**src/rtl/stream_fifo_pkg.sv**
```systemverilog
// Shared definitions for the store-and-forward packet FIFO: CSR map, input FSM states
// and a saturating counter helper.
package stream_fifo_pkg;

    localparam logic [1:0] ADDR_FILL  = 2'd0;
    localparam logic [1:0] ADDR_PKTS  = 2'd1;
    localparam logic [1:0] ADDR_DROPS = 2'd2;
    localparam logic [1:0] ADDR_CTRL  = 2'd3;

    typedef enum logic {
        PASS,
        DROP
    } in_state_t;

    function automatic logic [31:0] sat_inc(input logic [31:0] v);
        return (v == '1) ? v : v + 32'd1;
    endfunction

endpackage

```
**src/rtl/stream_packet_fifo_if.sv**
```systemverilog
// Avalon-ST in/out and Avalon-MM CSR bundle for stream_packet_fifo.
interface stream_packet_fifo_if #(
    parameter int DATA_BYTES = 8
);
    localparam int DATA_W  = DATA_BYTES * 8;
    localparam int EMPTY_W = $clog2(DATA_BYTES);

    logic [DATA_W-1:0]  stream_in_data;
    logic [EMPTY_W-1:0] stream_in_empty;
    logic               stream_in_valid;
    logic               stream_in_startofpacket;
    logic               stream_in_endofpacket;
    logic               stream_in_ready;

    logic [DATA_W-1:0]  stream_out_data;
    logic [EMPTY_W-1:0] stream_out_empty;
    logic               stream_out_valid;
    logic               stream_out_startofpacket;
    logic               stream_out_endofpacket;
    logic               stream_out_ready;

    logic [1:0]         csr_address;
    logic               csr_read;
    logic               csr_write;
    logic [31:0]        csr_writedata;
    logic [31:0]        csr_readdata;
    logic               csr_readdatavalid;
    logic               csr_waitrequest;

    modport slave (
        input  stream_in_data, stream_in_empty, stream_in_valid,
               stream_in_startofpacket, stream_in_endofpacket,
        output stream_in_ready,
        output stream_out_data, stream_out_empty, stream_out_valid,
               stream_out_startofpacket, stream_out_endofpacket,
        input  stream_out_ready,
        input  csr_address, csr_read, csr_write, csr_writedata,
        output csr_readdata, csr_readdatavalid, csr_waitrequest
    );

    modport master (
        output stream_in_data, stream_in_empty, stream_in_valid,
               stream_in_startofpacket, stream_in_endofpacket,
        input  stream_in_ready,
        input  stream_out_data, stream_out_empty, stream_out_valid,
               stream_out_startofpacket, stream_out_endofpacket,
        output stream_out_ready,
        output csr_address, csr_read, csr_write, csr_writedata,
        input  csr_readdata, csr_readdatavalid, csr_waitrequest
    );

endinterface

```
**src/rtl/stream_fifo_ram.sv**
```systemverilog
// Beat storage: synchronous write, asynchronous (fall-through) read.
module stream_fifo_ram #(
    parameter  int WIDTH = 8,
    parameter  int DEPTH = 16,
    localparam int AW    = $clog2(DEPTH)
) (
    input  logic             clk,
    input  logic             we,
    input  logic [AW-1:0]    waddr,
    input  logic [WIDTH-1:0] wdata,
    input  logic [AW-1:0]    raddr,
    output logic [WIDTH-1:0] rdata
);

    logic [WIDTH-1:0] mem [DEPTH];

    always_ff @(posedge clk) begin
        if (we) mem[waddr] <= wdata;
    end

    assign rdata = mem[raddr];

endmodule

```
**src/rtl/stream_packet_fifo.sv**
```systemverilog
// Store-and-forward packet FIFO: releases a packet only once its EOP is stored,
// drops oversize/stray traffic, and exposes counters and flush over CSR.
module stream_packet_fifo
    import stream_fifo_pkg::*;
#(
    parameter int DATA_BYTES = 8,
    parameter int DEPTH      = 16
) (
    input logic                 clk,
    input logic                 reset_n,
    stream_packet_fifo_if.slave bus
);

    localparam int AW      = $clog2(DEPTH);
    localparam int PW      = AW + 1;
    localparam int DATA_W  = DATA_BYTES * 8;
    localparam int EMPTY_W = $clog2(DATA_BYTES);

    typedef struct packed {
        logic [DATA_W-1:0]  data;
        logic [EMPTY_W-1:0] empty;
        logic               sop;
        logic               eop;
    } beat_t;

    in_state_t   in_state;
    logic [PW-1:0] wr_ptr, rd_ptr, pkt_start_ptr, complete_pkts, fill;
    logic        in_pkt, last_out_eop, flush_pending;
    logic [31:0] pkt_out_count, drop_count;
    logic        rd_req;
    logic [1:0]  rd_addr;
    logic [31:0] csr_mux;
    beat_t       wr_beat, rd_beat;
    logic        full, flush_go, in_ready, in_acc, out_valid, out_xfer, out_eop_xfer;
    logic        stray, oversize, wr_en, wr_eop, flush_mid;
    logic        unused_wdata;

    assign unused_wdata = ^bus.csr_writedata[31:1];

    always_comb begin
        fill         = wr_ptr - rd_ptr;
        full         = (fill == PW'(DEPTH));
        flush_go     = flush_pending && last_out_eop;
        in_ready     = (in_state == DROP) || !full || (complete_pkts == '0);
        in_acc       = bus.stream_in_valid && in_ready;
        // Gating valid during the flush cycle keeps a new packet from starting just as it is discarded.
        out_valid    = (complete_pkts != '0) && !flush_go;
        out_xfer     = out_valid && bus.stream_out_ready;
        out_eop_xfer = out_xfer && rd_beat.eop;
        stray        = (in_state == PASS) && in_acc && !in_pkt && !bus.stream_in_startofpacket;
        oversize     = (in_state == PASS) && in_acc && full && !stray;
        wr_en        = (in_state == PASS) && in_acc && !full && !stray && !flush_go;
        wr_eop       = wr_en && bus.stream_in_endofpacket;
        flush_mid    = (in_state == DROP)
                     ? !(in_acc && bus.stream_in_endofpacket)
                     : (in_acc ? ((in_pkt || bus.stream_in_startofpacket) && !bus.stream_in_endofpacket)
                               : in_pkt);
    end

    always_comb begin
        wr_beat.data  = bus.stream_in_data;
        wr_beat.empty = bus.stream_in_empty;
        wr_beat.sop   = bus.stream_in_startofpacket;
        wr_beat.eop   = bus.stream_in_endofpacket;
    end

    stream_fifo_ram #(
        .WIDTH ($bits(beat_t)),
        .DEPTH (DEPTH)
    ) u_ram (
        .clk   (clk),
        .we    (wr_en),
        .waddr (wr_ptr[AW-1:0]),
        .wdata (wr_beat),
        .raddr (rd_ptr[AW-1:0]),
        .rdata (rd_beat)
    );

    assign bus.stream_in_ready          = in_ready;
    assign bus.stream_out_valid         = out_valid;
    assign bus.stream_out_data          = rd_beat.data;
    assign bus.stream_out_empty         = rd_beat.empty;
    assign bus.stream_out_startofpacket = rd_beat.sop;
    assign bus.stream_out_endofpacket   = rd_beat.eop;
    assign bus.csr_waitrequest          = 1'b0;

    always_comb begin
        csr_mux = '0;
        case (rd_addr)
            ADDR_FILL:  csr_mux = 32'(fill);
            ADDR_PKTS:  csr_mux = pkt_out_count;
            ADDR_DROPS: csr_mux = drop_count;
            default:    csr_mux = '0;
        endcase
    end

    always_ff @(posedge clk or negedge reset_n) begin
        if (!reset_n) begin
            in_state              <= PASS;
            wr_ptr                <= '0;
            rd_ptr                <= '0;
            pkt_start_ptr         <= '0;
            complete_pkts         <= '0;
            in_pkt                <= 1'b0;
            last_out_eop          <= 1'b1;
            flush_pending         <= 1'b0;
            pkt_out_count         <= '0;
            drop_count            <= '0;
            rd_req                <= 1'b0;
            rd_addr               <= '0;
            bus.csr_readdata      <= '0;
            bus.csr_readdatavalid <= 1'b0;
        end else begin
            if (out_xfer) begin
                rd_ptr       <= rd_ptr + PW'(1);
                last_out_eop <= rd_beat.eop;
                if (rd_beat.eop) pkt_out_count <= pkt_out_count + 32'd1;
            end

            if (flush_go) begin
                flush_pending <= 1'b0;
                wr_ptr        <= rd_ptr;
                pkt_start_ptr <= rd_ptr;
                complete_pkts <= '0;
                in_pkt        <= 1'b0;
                in_state      <= flush_mid ? DROP : PASS;
            end else begin
                complete_pkts <= complete_pkts + PW'(wr_eop) - PW'(out_eop_xfer);
                case (in_state)
                    PASS: begin
                        if (stray) begin
                            drop_count <= sat_inc(drop_count);
                        end else if (oversize) begin
                            wr_ptr     <= pkt_start_ptr;
                            drop_count <= sat_inc(drop_count);
                            in_pkt     <= 1'b0;
                            if (!bus.stream_in_endofpacket) in_state <= DROP;
                        end else if (wr_en) begin
                            if (bus.stream_in_startofpacket) pkt_start_ptr <= wr_ptr;
                            wr_ptr <= wr_ptr + PW'(1);
                            in_pkt <= !bus.stream_in_endofpacket;
                        end
                    end
                    DROP: begin
                        if (in_acc && bus.stream_in_endofpacket) in_state <= PASS;
                    end
                endcase
            end

            if (bus.csr_write && bus.csr_address == ADDR_CTRL && bus.csr_writedata[0])
                flush_pending <= 1'b1;

            rd_req                <= bus.csr_read;
            rd_addr               <= bus.csr_address;
            bus.csr_readdatavalid <= rd_req;
            bus.csr_readdata      <= rd_req ? csr_mux : '0;
        end
    end

endmodule

```
**src/flat_wrapper.sv**
```systemverilog
// flat-port wrapper written by rule: the top's interface ports become plain ports
module stream_packet_fifo_flat import stream_fifo_pkg::*;
#(
    parameter int DATA_BYTES = 8,
    parameter int DEPTH      = 16
)
  (clk, reset_n, bus_stream_in_data, bus_stream_in_empty, bus_stream_in_valid, bus_stream_in_startofpacket, bus_stream_in_endofpacket, bus_stream_in_ready, bus_stream_out_data, bus_stream_out_empty, bus_stream_out_valid, bus_stream_out_startofpacket, bus_stream_out_endofpacket, bus_stream_out_ready, bus_csr_address, bus_csr_read, bus_csr_write, bus_csr_writedata, bus_csr_readdata, bus_csr_readdatavalid, bus_csr_waitrequest);
  stream_packet_fifo_if #(.DATA_BYTES(DATA_BYTES)) bus_i ();
  input logic clk;
  input logic reset_n;
  input wire logic [$bits(bus_i.stream_in_data)-1:0] bus_stream_in_data;
  input wire logic [$bits(bus_i.stream_in_empty)-1:0] bus_stream_in_empty;
  input wire logic [$bits(bus_i.stream_in_valid)-1:0] bus_stream_in_valid;
  input wire logic [$bits(bus_i.stream_in_startofpacket)-1:0] bus_stream_in_startofpacket;
  input wire logic [$bits(bus_i.stream_in_endofpacket)-1:0] bus_stream_in_endofpacket;
  output wire logic [$bits(bus_i.stream_in_ready)-1:0] bus_stream_in_ready;
  output wire logic [$bits(bus_i.stream_out_data)-1:0] bus_stream_out_data;
  output wire logic [$bits(bus_i.stream_out_empty)-1:0] bus_stream_out_empty;
  output wire logic [$bits(bus_i.stream_out_valid)-1:0] bus_stream_out_valid;
  output wire logic [$bits(bus_i.stream_out_startofpacket)-1:0] bus_stream_out_startofpacket;
  output wire logic [$bits(bus_i.stream_out_endofpacket)-1:0] bus_stream_out_endofpacket;
  input wire logic [$bits(bus_i.stream_out_ready)-1:0] bus_stream_out_ready;
  input wire logic [$bits(bus_i.csr_address)-1:0] bus_csr_address;
  input wire logic [$bits(bus_i.csr_read)-1:0] bus_csr_read;
  input wire logic [$bits(bus_i.csr_write)-1:0] bus_csr_write;
  input wire logic [$bits(bus_i.csr_writedata)-1:0] bus_csr_writedata;
  output wire logic [$bits(bus_i.csr_readdata)-1:0] bus_csr_readdata;
  output wire logic [$bits(bus_i.csr_readdatavalid)-1:0] bus_csr_readdatavalid;
  output wire logic [$bits(bus_i.csr_waitrequest)-1:0] bus_csr_waitrequest;
  assign bus_i.stream_in_data = bus_stream_in_data;
  assign bus_i.stream_in_empty = bus_stream_in_empty;
  assign bus_i.stream_in_valid = bus_stream_in_valid;
  assign bus_i.stream_in_startofpacket = bus_stream_in_startofpacket;
  assign bus_i.stream_in_endofpacket = bus_stream_in_endofpacket;
  assign bus_stream_in_ready = bus_i.stream_in_ready;
  assign bus_stream_out_data = bus_i.stream_out_data;
  assign bus_stream_out_empty = bus_i.stream_out_empty;
  assign bus_stream_out_valid = bus_i.stream_out_valid;
  assign bus_stream_out_startofpacket = bus_i.stream_out_startofpacket;
  assign bus_stream_out_endofpacket = bus_i.stream_out_endofpacket;
  assign bus_i.stream_out_ready = bus_stream_out_ready;
  assign bus_i.csr_address = bus_csr_address;
  assign bus_i.csr_read = bus_csr_read;
  assign bus_i.csr_write = bus_csr_write;
  assign bus_i.csr_writedata = bus_csr_writedata;
  assign bus_csr_readdata = bus_i.csr_readdata;
  assign bus_csr_readdatavalid = bus_i.csr_readdatavalid;
  assign bus_csr_waitrequest = bus_i.csr_waitrequest;
  stream_packet_fifo #(.DATA_BYTES(DATA_BYTES), .DEPTH(DEPTH)) u_core (.clk(clk), .reset_n(reset_n), .bus(bus_i));
endmodule
```
**config.mk**
```make
export PLATFORM = sky130hd
export DESIGN_NAME = stream_packet_fifo_flat
export DESIGN_NICKNAME = d
export VERILOG_FILES = /design/src/rtl/stream_fifo_pkg.sv /design/src/rtl/stream_packet_fifo_if.sv /design/src/rtl/stream_fifo_ram.sv /design/src/rtl/stream_packet_fifo.sv /design/src/flat_wrapper.sv
export SDC_FILE = /design/constraint.sdc
export NUM_CORES = 1
export LEC_CHECK = 0
export ABC_AREA = 0
export BUFFER_PORTS_ARGS = -buffer_cell sky130_fd_sc_hd__buf_2
export CAP_MARGIN = 15
export CORE_MARGIN = 2
export CORE_UTILIZATION = 50
export DETAILED_ROUTE_END_ITERATION = 12
export PLACE_DENSITY = 0.75
export SYNTH_ARGS = -nofsm -noshare
export SYNTH_HDL_FRONTEND = slang
export SYNTH_SLANG_ARGS = --single-unit
```
**constraint.sdc**
```tcl
create_clock -name clk -period 8.8 [get_ports clk]
set_input_delay 2.64 -clock clk [delete_from_list [all_inputs] [get_ports clk]]
set_output_delay 2.64 -clock clk [all_outputs]
set_load 0.02 [all_outputs]
```
# Word-level counts from Yosys, hierarchy flattened
# Memories as Yosys holds them, arrays and structs flattened.
# Cells that the tools add are included.
[word_totals] reg_bits=124 ram_bits=1104 in_bits=109 out_inout_bits=105 memories=1
[op_classes] n_addsub=7 n_eq_ne=8 mux=35 bitwise=2 reduce_logical=40
[memory_table] name="u_core.u_ram.mem" depth=16 word_bits=69 read_ports=1 rd_clocked_by_memory_dff=0 wr=1 line="stream_fifo_ram.sv:15" text="logic [WIDTH-1:0] mem [DEPTH];"
[op_table] op="32-bit two-way mux" count=4
[op_table] op="32-bit one-hot mux with 3 select lines" count=1
[op_table] op="32-bit by 1-bit adder with 32-bit output (second input constant)" count=2
[op_table] op="5-bit two-way mux" count=12
[op_table] op="32-bit == test (second input constant)" count=1
[op_table] op="1-bit logical AND" count=18
[op_table] op="1-bit two-way mux" count=17
[op_table] op="5-bit by 1-bit adder with 5-bit output (second input constant)" count=2
[op_table] op="2-bit nonzero test" count=4
[op_table] op="1-bit zero test" count=7
[op_table] op="3-bit AND reduction" count=2
[op_table] op="5-bit by 1-bit adder with 5-bit output" count=1
[op_table] op="5-bit == test (second input constant)" count=1
[op_table] op="5-bit zero test" count=1
[op_table] op="5-bit AND reduction" count=1
[op_table] op="5-bit nonzero test" count=1
[op_table] op="5-bit by 1-bit subtractor with 5-bit output" count=1
[op_table] op="5-bit subtractor" count=1
[op_table] op="2-bit == test (second input constant)" count=2
[op_table] op="2-bit by 1-bit != test with 1-bit output (second input constant)" count=2
[op_table] op="1-bit logical OR" count=3
[op_table] op="3-bit nonzero test" count=1
[op_table] op="2-bit by 1-bit == test with 1-bit output (second input constant)" count=1
[op_table] op="2-bit zero test" count=1
[op_table] op="4 further kinds" count=5

# Depth between registers and ports, before layout
[depth] depth_word=17 depth_mapped=20

# Modules after synthesis
# Synthesis repeated with hierarchy kept, for this count alone.
[hier_totals] hier_cells=2256 area_unflattened_um2=47200.3
[modules_own_cells] mod="stream_fifo_ram" n_inst=1 cells_per_inst=1707 area_each_um2=41328.4 seq_area_each_um2=33151.8
[modules_own_cells] mod="stream_packet_fifo" n_inst=1 cells_per_inst=549 area_each_um2=5871.9 seq_area_each_um2=3104.2

# Least setup slack after synthesis
# Ideal clock, no wire load.
[synth_timing] path_kind="in2reg" startpoint="input bus_stream_in_valid" endpoint="memory u_core.u_ram.mem[12][0] in the netlist's numbering (enable)" setup_ns=0.497 arrival_ns=6.455 required_time_ns=8.303 setup_slack_ns=1.848 stages=6 path_buffers=0 path_cell_list="nor2b_1 -> o21a_1 -> nand2_1 -> nor2_1 -> nand3_1 -> nor2_1"
[synth_between] elab_chain_cells=9
[synth_lines] element="start: declaration" line="flat_wrapper.sv:13" text="input wire logic [$bits(bus_i.stream_in_valid)-1:0] bus_stream_in_valid;"
[synth_lines] element="1-bit logical AND (*)" line="stream_packet_fifo.sv:45" text="in_acc = bus.stream_in_valid && in_ready;"
[synth_lines] element="1-bit logical AND (*)" line="stream_packet_fifo.sv:50, stream_packet_fifo.sv:52"
[synth_lines] element="1-bit logical AND (2 in series)" line="stream_packet_fifo.sv:50" text="stray = (in_state == PASS) && in_acc && !in_pkt && !bus.stream_in_startofpacket;"
[synth_lines] element="1-bit zero test" line="stream_packet_fifo.sv:52" text="wr_en = (in_state == PASS) && in_acc && !full && !stray && !flush_go;"
[synth_lines] element="1-bit logical AND (*) (2 in series)" line="stream_packet_fifo.sv:52"
[synth_lines] element="1-bit two-way mux (*)" line="stream_fifo_ram.sv:18" text="if (we) mem[waddr] <= wdata;"
[synth_lines] element="1-bit two-way mux (implied by the code) (*)" line="stream_fifo_ram.sv:18"
[synth_lines] element="end: declaration" line="stream_fifo_ram.sv:15"
# Every way passes the cells marked *; elsewhere a longest branch is shown, timed or not.

# Worst setup path after layout
[layout_timing] startpoint="register u_core.rd_ptr[2]" endpoint="output bus_stream_in_ready"
[layout_between] elab_chain_cells=5
[layout_lines] element="start: declaration" line="stream_packet_fifo.sv:27" text="logic [PW-1:0] wr_ptr, rd_ptr, pkt_start_ptr, complete_pkts, fill;"
[layout_lines] element="start signal: assignment" line="stream_packet_fifo.sv:115" text="rd_ptr <= rd_ptr + PW'(1);"
[layout_lines] element="5-bit subtractor" line="stream_packet_fifo.sv:41" text="fill = wr_ptr - rd_ptr;"
[layout_lines] element="5-bit == test" line="stream_packet_fifo.sv:42" text="full = (fill == PW'(DEPTH));"
[layout_lines] element="1-bit zero test" line="stream_packet_fifo.sv:44" text="in_ready = (in_state == DROP) || !full || (complete_pkts == '0);"
[layout_lines] element="1-bit logical OR (2 in series)" line="stream_packet_fifo.sv:44"
[layout_lines] element="end: declaration" line="flat_wrapper.sv:16" text="output wire logic [$bits(bus_i.stream_in_ready)-1:0] bus_stream_in_ready;"
# Every way passes these cells.

==> results.rst <==
.. list-table::
   :header-rows: 1

   * - Metric
     - Value
   * - Flop and latch count out of synthesis
     - 1,228
   * - Minimum clock period
     - 6.56 ns
   * - CORE AREA
     - 94,600 sq um
   * - WP data arrival
     - between 3 and 4 ns
   * - Number of flops mapped to enable cells by yosys
     - 1,104
   * - Die Y
     - 312 um
   * - Run status
     - complete, no violations
   * - Deepest clock path buffer count
     - 3
   * - Last weighted congestion value of the routability-driven placer
     - 0.819
   * - Wire length the detailed router placed on met1
     - slightly below 40 mm
   * - Worst path slowest cell
     - sky130_fd_sc_hd__inv_6
   * - Hold Path Cell Cnt
     - 1
   * - Peak VDD IR
     - between 0.2 and 0.3 mV
   * - Post-Route Skew
     - around 0.030 ns
   * - Slew Limit Headroom
     - approximately 28%
   * - Reported leakage power
     - 17.8 nW
   * - Uppermost metal layer occupied by signal nets
     - met5
   * - Detail-routed via count per cell
     - 5.95
   * - H-Tree Depth
     - 3
   * - Worst stage delay on the critical path
     - between 0.6 and 0.7 ns
   * - Non-Filler Cell Area, Final
     - 53,800 sq um
   * - Synth async-reset ratio
     - 10.1%
   * - Synthesis warning total
     - 0
   * - Number of global-route vias before repair
     - 23,400
   * - Data required time at the worst endpoint
     - 6.16 ns
   * - Number of buffers added to fix hold violations after cts
     - 0
   * - CP Max Fanout
     - 46
   * - Critical Path End Type
     - output port
   * - Iteration-0 DRC Markers
     - between 2,000 and 2,500
   * - Count of mapped cells out of synthesis
     - approximately 2,100
   * - Path length in cells of the critical path
     - 8
   * - Post-cts gate resize count
     - 0
   * - Post-synthesis to final-layout area growth
     - 13.2%
   * - Setup repair after global routing missed its margin
     - false
   * - Number of antenna violations at the first check in global routing
     - 17
   * - Later-pin clock latency in the skew report
     - 0.71 ns
   * - Aggregate global routing overflow
     - 0
   * - Port Buffers
     - between 150 and 200
   * - Total power
     - 16.8 mW
   * - Total wirelength of the detailed-routed design
     - 101 mm
   * - Post-synthesis cell area
     - 47,500 sq um
   * - Slew of the pin with the lowest slew margin
     - around 1.1 ns
   * - Part of the Yosys area used for sequential elements
     - 76.4%
   * - Highest-count cells in the layout ignoring fill and taps
     - 1,104 x sky130_fd_sc_hd__edfxtp_1, 344 x sky130_fd_sc_hd__mux4_2, 180 x sky130_fd_sc_hd__buf_2
   * - Number of placement rows
     - 113
   * - Cell Chain, Critical Path
     - inv_6 > ha_1 > xor2_1 > nand4_1 > mux2_2 > nor3_1 > nand2b_1 > buf_2
   * - Total area of multi-input combinational cells
     - 10,800 sq um
   * - CTS Root Buffer Type
     - sky130_fd_sc_hd__clkbuf_16
   * - Kind of critical path
     - reg2out
   * - Setup-violating endpoint count in the final report
     - 0
   * - Number of violations of the max-capacitance limit
     - 0
   * - Startpoint Class
     - flip-flop
   * - Cell type group with the largest total delay on the critical path
     - buffers and inverters
   * - Area of the die
     - slightly below 100,000 sq um
   * - Post CTS Setup Buffer Count
     - 0
   * - All-Layer GR Usage
     - 20.8%
   * - Worst Reg-to-Reg Cells
     - 12
   * - Clock input transition at the sequential cells of the worst setup and hold paths
     - about 0.060 ns
   * - Net count of the mapped netlist
     - ~2,300
   * - Antenna viol nets, final
     - 0
   * - Filler Cell Count
     - 6,673
   * - Die Wd
     - 312 um
   * - First-pass iteration count of the detailed router
     - 5
   * - Starting utilization of the core area
     - roughly 50%
   * - Power density relative to cell area
     - between 300 and 400 nW/um^2
   * - Instance area after placement
     - approximately 50,000 sq um
   * - Clock tree from TritonCTS
     - built
   * - Clock sink count
     - roughly 1,200
   * - Number of nets in the final layout
     - 2,505
   * - Sequential cell area
     - 36,300 sq um
   * - Setup TNS
     - 0 ns
   * - Most used flip-flop cell after synthesis
     - sky130_fd_sc_hd__edfxtp_1
   * - Number of distinct library cells after synthesis
     - 50
   * - I/O pin count
     - 214
   * - Post-detailed-route DRC marker count
     - 0
   * - Final routed wire length divided by cell count
     - 26.9 um
   * - Share of layout cells above drive strength 1
     - 31.1%
   * - Met3 wire length
     - 7.03 mm
   * - Ratio of final minimum period to clock period
     - 74.5%
   * - Detailed placer's ending HPWL
     - between 50 and 60 mm
   * - Inserted Clock Buffers
     - 121
   * - Final Hold Viols
     - 0
   * - Max Clock Freq
     - 153 MHz
   * - Worst path bufs/invs
     - 2
   * - Most frequent standard cell in the layout excluding fill and tap cells
     - sky130_fd_sc_hd__edfxtp_1
   * - Total length of routed met2 wires
     - 51.7 mm
   * - Pin count of the biggest net entering global routing
     - 170
   * - Global-route wire length before repair
     - approximately 150 mm
   * - Syn Area/Cell
     - roughly 22 sq um
   * - Final Max Slew Viols
     - 0
   * - Class of the tightest hold or removal check
     - reg2reg
   * - Number of vias in the routed layout
     - 22,300
[stage by stage]
stage | util (%) | hold slack, ns | instances | setup slack, ns
2_1_floorplan | - | 0.413 | 2145 | 1.85
3_3_place_gp | 52.8 | 0.465 | 3518 | 2.82
3_5_place_dp | 52.8 | 0.461 | 3518 | 2.66
4_1_cts | 56.8 | 0.471 | 3728 | 2.19
5_1_grt | 56.8 | 0.511 | 3734 | 1.98
6_report | 56.8 | 0.469 | 3737 | 2.24
[synth_stat cells, drive strengths merged (2+ instances only)]
master / count / share of area [%]
xnor2: 42 / 0.77
a21oi: 24 / 0.25
a31oi: 4 / 0.053
inv: 23 / 0.18
buf: 46 / 0.47
and2: 17 / 0.22
a211oi: 3 / 0.058
nand3: 26 / 0.27
nand2: 41 / 0.32
clkbuf: 60 / 0.47
nor3: 17 / 0.24
xor2: 33 / 0.61
mux2: 3 / 0.071
a22oi: 27 / 0.43
nor4b: 2 / 0.037
mux4: 344 / 16
o22ai: 3 / 0.040
ha: 17 / 0.45
nand2b: 2 / 0.026
o21ai: 18 / 0.20
o21a: 4 / 0.063
dfrtp: 123 / 6.5
nor4: 8 / 0.14
a21o: 2 / 0.032
nand4: 26 / 0.36
and4: 4 / 0.074
fa: 2 / 0.084
nor2b: 32 / 0.42
or3: 2 / 0.026
edfxtp: 1104 / 70
and3: 26 / 0.34
mux2i: 6 / 0.13
nor2: 47 / 0.38
[power breakdown]
part / internal [mW] / switching, mW / total (mW) / leakage (nW)
Sequential: 6.82 / 0.298 / 7.12 / 11.6
Combinational: 2.17 / 2.58 / 4.75 / 4.33
Clock: 2.83 / 2.12 / 4.95 / 1.86
Total: 11.8 / 5.00 / 16.8 / 17.8
[path summary, 6_finish.rpt]
path / slack (ns) / startpoint / end
setup / recovery: 2.24 / u_core.rd_ptr[2]$_DFFE_PN0P_ / bus_stream_in_ready
hold / removal: 0.47 / u_core.pkt_out_count[31]$_DFFE_PN0P_ / u_core.pkt_out_count[31]$_DFFE_PN0P_
setup reg to reg: 3.51 / u_core.rd_ptr[2]$_DFFE_PN0P_ / u_core.u_ram.mem[12][61]$_DFFE_PP_
hold reg to reg: 0.47 / u_core.pkt_out_count[31]$_DFFE_PN0P_ / u_core.pkt_out_count[31]$_DFFE_PN0P_
max in group asynchronous: 5.53 / reset_n / u_core.pkt_out_count[6]$_DFFE_PN0P_
min in group asynchronous: 2.04 / reset_n / u_core.pkt_out_count[24]$_DFFE_PN0P_
[routing by layer]
layer	vias to the layer above	global-route usage, %
met5	-	0
met4	18	6.37
met3	172	4.25
met2	846	34.9
met1	11900	27.8
li1	9364	-
[state kept, by name, indices dropped and copies added (netlist names), 2 cells and up]
| register | count |
|---|---|
| u_core.rd_ptr | 5 |
| u_core.drop_count | 32 |
| u_core.pkt_out_count | 32 |
| u_core.pkt_start_ptr | 5 |
| u_core.rd_addr | 2 |
| u_core.bus.csr_readdata | 32 |
| u_core.u_ram.mem | 1104 |
| u_core.complete_pkts | 5 |
| u_core.wr_ptr | 5 |
[kinds of logic after synthesis]
family                   after synthesis  synth area share [%]
AO/OA/AOI/OAI                         86                  1.14
XOR/XNOR                              75                  1.38
adder cells (fa/ha/maj)               19                 0.532
buffers and inverters                129                  1.12
flip-flops                          1228                  76.4
multiplexers                         353                  16.5
other                                  1               0.00790
AND/OR/NAND/NOR                      254                  2.94
[area by class of cell]
cell class / count / area share, %
Sequential cell: 1228 / 67.5
Antenna cell: 8 / 0.0372
Multi-Input combinational cell: 788 / 20.0
Tap cell: 1265 / 2.94
Inverter: 23 / 0.170
Clock buffer: 148 / 5.93
Timing Repair Buffer: 215 / 2.24
Clock inverter: 62 / 1.20
No activity file was read; power rests on OpenSTA's default activity.
